===== src/rtl/regfile_sb.sv =====
// Parametrised register file (r0 hardwired to zero) with a pending-write scoreboard for RAW hazard detection.
// Define REGFILE_BYPASS_EN to forward same-cycle writeback data to the read ports.
module regfile_sb #(
    parameter int DATA_W = 8,
    parameter int NREGS  = 8,
    localparam int ADDR_W = $clog2(NREGS)
) (
    input  logic              clk,
    input  logic              rst,
    input  logic [ADDR_W-1:0] ReadReg1,
    input  logic [ADDR_W-1:0] ReadReg2,
    output logic [DATA_W-1:0] Read1,
    output logic [DATA_W-1:0] Read2,
    output logic              Ready1,
    output logic              Ready2,
    input  logic              write,
    input  logic [ADDR_W-1:0] WriteReg,
    input  logic [DATA_W-1:0] WriteData,
    input  logic              issue,
    input  logic [ADDR_W-1:0] IssueReg,
    input  logic              flush,
    output logic [ADDR_W:0]   pend_cnt
);

    localparam int CW = ADDR_W + 1;

    logic [DATA_W-1:0] r_regs [NREGS];
    logic [NREGS-1:0]  r_pend;
    logic [CW-1:0]     r_cnt;

    logic              w_wr_en;
    logic              w_iss_en;
    logic [NREGS-1:0]  w_pend_nxt;
    logic [CW-1:0]     w_cnt_nxt;
    logic [DATA_W-1:0] w_rd1;
    logic [DATA_W-1:0] w_rd2;
    logic              w_byp1;
    logic              w_byp2;

    assign w_wr_en  = write && (WriteReg != '0);
    assign w_iss_en = issue && (IssueReg != '0);

    // Issue is applied after writeback so the newer producer wins; flush squashes both.
    always_comb begin
        w_pend_nxt = r_pend;
        if (w_wr_en)
            w_pend_nxt[WriteReg] = 1'b0;
        if (w_iss_en)
            w_pend_nxt[IssueReg] = 1'b1;
        if (flush)
            w_pend_nxt = '0;
        w_pend_nxt[0] = 1'b0;
    end

    always_comb begin
        w_cnt_nxt = '0;
        for (int unsigned i = 1; i < NREGS; i++)
            w_cnt_nxt = w_cnt_nxt + CW'(w_pend_nxt[i]);
    end

    always_ff @(posedge clk) begin
        if (rst) begin
            for (int unsigned i = 0; i < NREGS; i++)
                r_regs[i] <= '0;
            r_pend <= '0;
            r_cnt  <= '0;
        end else begin
            if (w_wr_en)
                r_regs[WriteReg] <= WriteData;
            r_pend <= w_pend_nxt;
            r_cnt  <= w_cnt_nxt;
        end
    end

    assign w_rd1 = (ReadReg1 == '0) ? '0 : r_regs[ReadReg1];
    assign w_rd2 = (ReadReg2 == '0) ? '0 : r_regs[ReadReg2];

`ifdef REGFILE_BYPASS_EN
    assign w_byp1 = write && (WriteReg == ReadReg1) && (ReadReg1 != '0);
    assign w_byp2 = write && (WriteReg == ReadReg2) && (ReadReg2 != '0);
`else
    assign w_byp1 = 1'b0;
    assign w_byp2 = 1'b0;
`endif

    assign Read1  = w_byp1 ? WriteData : w_rd1;
    assign Read2  = w_byp2 ? WriteData : w_rd2;
    assign Ready1 = (ReadReg1 == '0) || !r_pend[ReadReg1] || w_byp1;
    assign Ready2 = (ReadReg2 == '0) || !r_pend[ReadReg2] || w_byp2;

    assign pend_cnt = r_cnt;

endmodule


===== config.mk =====
export PLATFORM = sky130hd
export DESIGN_NAME = regfile_sb
export DESIGN_NICKNAME = d
export VERILOG_FILES = /design/src/rtl/regfile_sb.sv
export SDC_FILE = /design/constraint.sdc
export NUM_CORES = 1
export LEC_CHECK = 0
export ABC_AREA = 1
export BUFFER_PORTS_ARGS = -buffer_cell sky130_fd_sc_hd__buf_4
export CORE_ASPECT_RATIO = 1.2
export CORE_MARGIN = 1
export CORE_UTILIZATION = 59
export CTS_CLUSTER_SIZE = 28
export DETAILED_ROUTE_END_ITERATION = 6
export PLACE_DENSITY = 0.85
export REMOVE_ABC_BUFFERS = 1
export SETUP_SLACK_MARGIN = 0.3
export SLEW_MARGIN = 20
export SYNTH_ARGS = -nofsm -noshare
export SYNTH_HDL_FRONTEND = slang
export SYNTH_SLANG_ARGS = --single-unit

===== constraint.sdc =====
create_clock -name clk -period 3.7 [get_ports clk]
set_clock_uncertainty 0.2 [all_clocks]
set_input_delay 0.555 -clock clk [delete_from_list [all_inputs] [get_ports clk]]
set_output_delay 0.555 -clock clk [all_outputs]
set_load 0.005 [all_outputs]

==> flow_metrics.tcl, run 1 <==
set metrics [dict create \
    slew_viol_final 0 \
    setup_tns_ns 0 \
    max-clock-path-buffers 2 \
    design_area_um2 4980 \
    start_util_pct 60.8 \
    required_ns 3.80 \
    r2r-start "r_pend[1]" \
    cpMaxStageDelayCell "fa_1" \
    holdBufCountCts 0 \
    cp.arrival_ns 3.31 \
    slew_headroom_pct 58.1 \
    post-cts-setup-buffers 0 \
    timing.final.ws_setup_ns 0.488 \
    critPathBufInv 5 \
    hold_viol_final 0 \
    fmaxAchievable_mhz 311 \
    grt_pass1_wl_mm 19.3 \
    cts_sinks 74 \
    synthFlopType "edfxtp_1" \
    synth_top_family_by_area "simple AND/OR/NAND/NOR gates" \
    clk_pin_slew_ns 0.07 \
    worstSetupPathType "in -> reg" \
    cp_cell_sequence "buf_4 > nor2_2 > nand2_1 > nand2_1 > nand2_1 > nand2_1 > inv_1 > fa_1 > inv_1 > fa_1 > inv_1 > fa_1 > fa_1 > inv_1 > nor2_1" \
    final_cell_mix "195 x nand2_1, 97 x inv_1, 84 x nor2_1" \
    total_power_mw 2.05 \
    drv_cap 0 \
    holdPathEnd "r_pend[1]" \
    cpPeakStageDelay_ns 0.53 \
    grt-ovfl-total 0 \
    netlist_area_um2 4370 \
    dpl.hpwl_mm 8.54 \
    synth-compound-area-share_pct 2.00 \
    htreeDepth 3 \
    area_growth_pct 13.9 \
    postSynthAreaPerCell_um2 7.41 \
    powerDensity_nw_per_um2 412 \
    min-delay-start "flush" \
    synthAdderAreaFrac_pct 1.83 \
    insertion_delay_ns 0.36 \
    layout-drive-gt1-share_pct 12.3 \
    final_common_cell "nand2_1" \
    first_iter_violations 499 \
    grt_pass1_vias 3955 \
    crit_path_start_kind "primary input" \
    fin_crit_sh_pct 86.8 \
    dpl-instance-area_um2 4740 \
    dp_worst_setup_slack_ns 0.00194 \
    cp_max_fo 4 \
    dieArea_um2 7760 \
    hold_ws_ns 0.343 \
    synth-edff-count 64 \
    hold_class "in -> reg" \
    period_needed_ns 3.21 \
    die_h_um 96.3 \
    track_usage_pct 35.0 \
    async_reset_ff_share_pct 0 \
    cp-end-kind "flip-flop" \
    cts_resized 0 \
    path_delay_family "adder cells" \
    rr_endpoint "pend_cnt[1]" \
    cts_tree "done" \
    rows 34 \
    synthXorXnorAreaFrac_pct 0 \
    p_leak_nw 2.52 \
    grt_max_degree 40 \
    avgViaCountPerCell 5.59 \
    io_pins 47 \
    yosysSeqAreaShare_pct 48.6 \
    antenna_left 0 \
    fin_cells 730 \
    totalWireLength_mm 12.4 \
    globalplace.congestion 0.940 \
    synth-seq-cells 74 \
    hold_depth 4 \
    violations "design-rule violations" \
    worst_pin_slew_ns 0.628 \
    avgRoutedWirePerCell_um 17.0 \
    rr_worst_depth 12 \
    core_area_um2 7190 \
    ir_drop_mv 0.274 \
    drt_first_pass_iters 7 \
    numCtsBuffers 9 \
    synthMuxAreaShare_pct 0 \
    status "complete, but fails checks" \
    drc 1 \
    syn_inst 590 \
    fin_nets 664 \
    rrSetupSlack_ns 0.79 \
    final_util_pct 69.2 \
    placed_cells_incl_taps 714 \
    root_buffer "clkbuf_8" \
    antenna_found_initial 0 \
    ys_types 21 \
    rsz0062_at_grt "no" \
    portBuffers 45 \
    ys_warn_count 0 \
    die_w_um 80.6 \
    setup_viol 0 \
    yosys.area_share.simple_pct 35.6 \
    diodes 0 \
    dr_total_vias 4083 \
]
==> worst min-delay path: stages <==
cell     delay (ns)
buf_4          0.07
inv_1          0.08
nand2_1        0.10
nor2_1         0.04
==> sequential cells by signal, summed over array words and instances, names as in the netlist <==
signal    flops
r_regs       64
r_pend        7
pend_cnt      3
==> report_power, final <==
group | total (mW) | internal [mW] | leakage [nW] | switching [mW]
registers | 0.975 | 0.957 | 0.699 | 0.0184
clock network | 0.752 | 0.445 | 0.114 | 0.307
logic | 0.323 | 0.110 | 1.71 | 0.213
total | 2.05 | 1.51 | 2.52 | 0.538
==> kinds of logic after synthesis <==
logic type	count (synthesis)
AND/OR/NAND/NOR	370
adder cells (fa/ha/maj)	4
AO/OA/AOI/OAI	16
buffers and inverters	125
other	1
flip-flops	74
==> cell usage after synthesis (4+ instances only) <==
cell | n | area, um^2
dfxtp_1 | 10 | 200
nand4_1 | 6 | 37.5
edfxtp_1 | 64 | 1920
nor2_1 | 85 | 319
fa_1 | 4 | 80.1
buf_4 | 11 | 82.6
inv_2 | 4 | 15.0
buf_2 | 9 | 45.0
o21ai_0 | 12 | 60.1
nand3_1 | 74 | 370
inv_1 | 97 | 364
nand3_2 | 4 | 40.0
nand2_1 | 195 | 732
==> worst max-delay path by stage <==
stage,start,to,cells after the start
floorplan,write,pend_cnt[1],15
global placement,WriteReg[0],pend_cnt[1],15
detailed placement,WriteReg[0],pend_cnt[1],15
CTS,WriteReg[0],pend_cnt[1],15
global route,WriteReg[0],pend_cnt[1],15
finish,WriteReg[0],pend_cnt[1],15
==> layout make-up <==
class / instances / area [um^2]
clock buffers: 10 / 128
clock inverters: 6 / 106
fillers: 579 / 2210
inverters: 102 / 384
multi-input cells: 399 / 1760
flip-flops and latches: 74 / 2120
well taps: 90 / 113
repair buffers: 49 / 368
==> per-layer routing <==
| layer | GRT usage, % | part of all wire [%] |
|---|---|---|
| met1 | 37.9 | 34 |
| met2 | 60.7 | 50 |
| met3 | 6.16 | 8.8 |
| met4 | 26.6 | 7.1 |
| met5 | 0 | 0 |
(Power assumes the default switching activity.)
==> run 2, diff against run 1 <==
--- a/config.mk
+++ b/config.mk
@@ -7,7 +7,7 @@
 export LEC_CHECK = 0
 export ABC_AREA = 1
 export BUFFER_PORTS_ARGS = -buffer_cell sky130_fd_sc_hd__buf_4
-export CORE_ASPECT_RATIO = 1.2
+export CORE_ASPECT_RATIO = 0.6
 export CORE_MARGIN = 1
 export CORE_UTILIZATION = 59
 export CTS_CLUSTER_SIZE = 28
==> constraint.sdc (replaced) <==
create_clock -name clk -period 3.25 [get_ports clk]
set_clock_uncertainty 0.2 [all_clocks]
set_input_delay 0.4875 -clock clk [delete_from_list [all_inputs] [get_ports clk]]
set_output_delay 0.4875 -clock clk [all_outputs]
set_load 0.005 [all_outputs]
==> run 2 against run 1 <==
Against the previous run:
- the run now ends clean
- cell count rose by 2.5%
- first-iteration DRC count increased by 36%
- combinational power is 23% higher
- clock power increased by 69%
- register-to-register slack lost 0.49 ns
- total power up 36%
- critical endpoint unchanged
- die area up 0.12%
- hold slack worse by 0.063 ns
- worst setup slack got worse by 0.30 ns
- non-clock buffer count grew 21
==> flow_metrics.tcl, run 2 (synthesis results as in run 1) <==
set metrics [dict create \
    numCtsBuffers 9 \
    dpl.hpwl_mm 9.09 \
    avgViaCountPerCell 5.72 \
    antenna_found_initial 0 \
    holdBufCountCts 0 \
    grt_pass1_wl_mm 20.1 \
    core_area_um2 6910 \
    worstSetupPathType "in -> reg" \
    dr_total_vias 4275 \
    area_growth_pct 21.2 \
    period_needed_ns 3.07 \
    avgRoutedWirePerCell_um 17.7 \
    powerDensity_nw_per_um2 526 \
    cp_max_fo 3 \
    first_iter_violations 680 \
    drt_first_pass_iters 7 \
    crit_path_start_kind "primary input" \
    diodes 0 \
    fin_nets 685 \
    cp-end-kind "flip-flop" \
    drv_cap 0 \
    fin_crit_sh_pct 94.3 \
    fmaxAchievable_mhz 326 \
    p_leak_nw 2.68 \
    track_usage_pct 36.2 \
    required_ns 3.34 \
    grt_pass1_vias 3729 \
    setup_viol 0 \
    insertion_delay_ns 0.35 \
    io_pins 47 \
    total_power_mw 2.79 \
    placed_cells_incl_taps 728 \
    totalWireLength_mm 13.3 \
    htreeDepth 3 \
    die_w_um 113 \
    globalplace.congestion 0.983 \
    grt_max_degree 39 \
    layout-drive-gt1-share_pct 16.3 \
    hold_ws_ns 0.280 \
    root_buffer "clkbuf_16" \
    final_common_cell "nand2_1" \
    status "finished clean" \
    clk_pin_slew_ns 0.06 \
    dieArea_um2 7770 \
    cp.arrival_ns 3.15 \
    final_util_pct 76.7 \
    drc 0 \
    regMostFlops "r_regs" \
    largest_reg_flops 64 \
    timing.final.ws_setup_ns 0.185 \
    start_util_pct 63.3 \
    rsz0062_at_grt "yes" \
    max-clock-path-buffers 2 \
    dp_worst_setup_slack_ns -0.280 \
    final_cell_mix "192 x nand2_1, 95 x inv_1, 84 x nor2_1" \
    ir_drop_mv 0.373 \
    slew_viol_final 0 \
    rows 23 \
    fin_cells 748 \
    die_h_um 68.7 \
    cts_tree "done" \
    cts_sinks 74 \
    hold_class "in -> reg" \
    hold_viol_final 0 \
    grt-ovfl-total 0 \
    antenna_left 0 \
    portBuffers 45 \
]
run 2: path summary, 6_finish.rpt:
check,start,end,slack (ns),depth (start not counted)
setup / recovery,WriteReg[0],pend_cnt[1],0.18,15
hold / removal,rst,pend_cnt[2],0.28,2
setup reg to reg,r_pend[2],pend_cnt[1],0.30,12
hold reg to reg,r_pend[5],r_pend[5],0.42,4
run 2: final cells by class:
| cell class | count | area, um^2 |
|---|---|---|
| clock buffers | 9 | 225 |
| clock inverters | 7 | 149 |
| fillers | 462 | 1610 |
| inverters | 102 | 384 |
| multi-input cells | 399 | 1780 |
| flip-flops and latches | 74 | 2120 |
| well taps | 87 | 109 |
| repair buffers | 70 | 526 |
run 2: worst max-delay path, stage by stage:
cell	delay [ns]
buf_4	0.12
nor2_4	0.14
nand2_2	0.08
nand2_1	0.06
nand2_1	0.07
nand2_2	0.08
inv_2	0.05
fa_1	0.54
inv_1	0.06
fa_1	0.48
inv_1	0.05
fa_2	0.33
fa_1	0.49
inv_1	0.04
nor2_1	0.07
run 2: where the power goes:
group          internal (mW)  switching, mW  leakage [nW]
registers               1.09         0.0273         0.699
clock network          0.838          0.435         0.182
logic                  0.139          0.257          1.80
run 2: stage by stage:
stage	TNS, ns	instance area [um^2]
after floorplan	-0.0576	4260
after global placement	-0.282	4870
after detailed placement	-0.483	4870
after CTS	0	5280
after global routing	0	5300
final	0	5300
run 2: what timing repair did:
item | in CTS | in global routing
buffers inserted | 3 | 1
resized for setup | 6 | 5
endpoints found under the setup margin | 2 | 2
endpoints found under the hold margin | 0 | 0
pin swaps | 1 | 2
run 2: layer usage:
layer / wire, um / part of all wire (%) / GRT usage [%] / vias up
met5: 24 / 0.18 / 0 / -
met4: 261 / 2.0 / 11.2 / 2
met3: 2350 / 18 / 17.6 / 46
met2: 5240 / 39 / 50.0 / 366
met1: 5400 / 41 / 49.7 / 1906
li1: - / - / - / 1955
==> run 3, diff against run 2 <==
--- a/config.mk
+++ b/config.mk
@@ -12,7 +12,7 @@
 export CORE_UTILIZATION = 59
 export CTS_CLUSTER_SIZE = 28
 export DETAILED_ROUTE_END_ITERATION = 6
-export PLACE_DENSITY = 0.85
+export PLACE_DENSITY_LB_ADDON = 0.08
 export REMOVE_ABC_BUFFERS = 1
 export SETUP_SLACK_MARGIN = 0.3
 export SLEW_MARGIN = 20
==> run 3 against run 2 <==
Against the previous run:
- combinational power fell by 2%
- count of clock-buffer cells in the layout did not move
- total power fell by 7.1%
- fmax rose by 1.2%
- hold slack improved by 0.017 ns
- highest routed layer is now met4
- flip-flop and latch count did not move
- cell count fell by 0.13%
==> flow_metrics.tcl, run 3 (synthesis results as in run 1) <==
set metrics [dict create \
    status "finished clean" \
    final_cell_mix "192 x nand2_1, 94 x inv_1, 84 x nor2_1" \
    p_leak_nw 2.65 \
    powerDensity_nw_per_um2 494 \
    timing.final.ws_setup_ns 0.220 \
    grt-ovfl-total 0 \
    max-clock-path-buffers 2 \
    grt_pass1_vias 3600 \
    combinationalPowerShare_pct 15.0 \
    dpl.hpwl_mm 8.97 \
    cp_cell_sequence "buf_4 > nor2_4 > nand2_2 > nand2_1 > nand2_1 > nand2_2 > inv_2 > fa_1 > inv_1 > fa_1 > inv_2 > fa_2 > fa_1 > inv_1 > nor2_1" \
    fin_crit_sh_pct 93.2 \
    cp_max_fo 4 \
    min-delay-start "rst" \
    antenna_left 0 \
    drc 0 \
    core_area_um2 6910 \
    fin_nets 684 \
    numCtsBuffers 9 \
    globalplace.congestion 0.952 \
    drt_first_pass_iters 6 \
    switching_share_pct 26.3 \
    rows 23 \
    track_usage_pct 34.5 \
    placed_cells_incl_taps 727 \
    worstSetupPathType "in -> reg" \
    hold_class "in -> reg" \
    rsz0062_at_grt "yes" \
    final_common_cell "nand2_1" \
    hold_viol_final 0 \
    cpMostUsedCell "fa_1" \
    num-fill-cells 509 \
    dieArea_um2 7770 \
    grt_max_degree 39 \
    crit_path_start_kind "primary input" \
    period_needed_ns 3.03 \
    fin_cells 747 \
    start_util_pct 63.3 \
    hold_depth 2 \
    rr_endpoint "pend_cnt[1]" \
    cpMaxStageDelayCell "fa_1" \
    rr_worst_depth 12 \
    layout-drive-gt1-share_pct 16.5 \
    total_power_mw 2.59 \
    cp.arrival_ns 3.10 \
    totalWireLength_mm 12.7 \
    slew_headroom_pct 66.3 \
    pwr-share-clk_pct 41.8 \
    setup_viol 0 \
    area_growth_pct 20.0 \
    hold_ws_ns 0.297 \
    power.switching_mw 0.680 \
    r2r-start "r_pend[1]" \
    required_ns 3.33 \
    diodes 0 \
    regMostFlops "r_regs" \
    cp.depth 15 \
    cpPeakStageDelay_ns 0.52 \
    final_util_pct 75.9 \
    io_pins 47 \
    portBuffers 45 \
    dr_total_vias 4178 \
    die_w_um 113 \
    slew_viol_final 0 \
    largest_reg_flops 64 \
    cts_sinks 74 \
    clk_pin_slew_ns 0.06 \
    grt_pass1_wl_mm 19.3 \
    cp-end-kind "flip-flop" \
    power.internal_mw 1.91 \
    holdPathEnd "r_pend[4]" \
    die_h_um 68.7 \
    antenna_found_initial 0 \
    path_delay_family "adder cells" \
    drv_cap 0 \
    holdBufCountCts 0 \
    rrSetupSlack_ns 0.39 \
    htreeDepth 3 \
    critPathBufInv 5 \
    first_iter_violations 517 \
    avgViaCountPerCell 5.59 \
    dp_worst_setup_slack_ns -0.329 \
    ir_drop_mv 0.473 \
    fmaxAchievable_mhz 330 \
    cts_tree "done" \
    seqPwrFrac_pct 43.2 \
    worst_pin_slew_ns 0.505 \
    insertion_delay_ns 0.33 \
    root_buffer "clkbuf_16" \
    avgRoutedWirePerCell_um 17.1 \
]
## run 3: worst reg2reg max path, cell delays in order (launching register included)
cell,delay (ns)
dfxtp_1,0.36
o21ai_2,0.07
nand2_1,0.07
nand2_1,0.09
inv_1,0.06
fa_1,0.47
inv_1,0.05
fa_1,0.49
inv_2,0.04
fa_2,0.33
fa_1,0.48
inv_1,0.03
nor2_1,0.06
## run 3: how the worst max path moves through the flow
| stage | start | end | slack, ns |
|---|---|---|---|
| CTS | WriteReg[1] | pend_cnt[1] | 0.22 |
| global route | write | pend_cnt[1] | 0.11 |
| floorplan | write | pend_cnt[1] | -0.06 |
| detailed placement | WriteReg[0] | pend_cnt[1] | -0.33 |
| finish | WriteReg[0] | pend_cnt[1] | 0.22 |
| global placement | WriteReg[0] | pend_cnt[1] | -0.27 |
## run 3: cell type report
class | count | area, um^2 | share of cell area [%]
tap | 87 | 109 | 2.08
clock buffer | 9 | 225 | 4.30
sequential | 74 | 2120 | 40.5
timing repair buffer | 69 | 518 | 9.88
multi-input combinational | 399 | 1780 | 34.0
clock inverter | 7 | 100 | 1.91
inverter | 102 | 387 | 7.37
## run 3: metrics by stage
step	area, um^2	TNS, ns
after floorplan	4260	-0.0576
after global placement	4860	-0.450
after detailed placement	4860	-0.593
after CTS	5230	0
after global routing	5240	0
final	5240	0
## run 3: per-layer routing
| metal | global-route usage [%] | share of wire (%) | vias up |
|---|---|---|---|
| li1 | - | - | 1954 |
| met1 | 50.7 | 42 | 1867 |
| met2 | 49.0 | 41 | 336 |
| met3 | 11.3 | 16 | 21 |
| met4 | 8.06 | 1.1 | 0 |
| met5 | 0 | 0 | - |
## run 3: what timing repair did
action	4_1_cts	5_1_grt
buffers inserted	4	0
hold endpoints to repair	0	0
setup endpoints to repair	2	2
pin swaps	3	2
gates resized for setup	7	6
## run 3: power groups by stage
stage          sequential, mW  combinational, mW  clock, mW
4_1_cts                  1.12              0.374       1.08
2_1_floorplan            1.12              0.190          0
3_3_place_gp             1.13              0.358          0
3_5_place_dp             1.14              0.366          0
6_report                 1.12              0.389       1.08
5_1_grt                  1.12              0.424       1.12
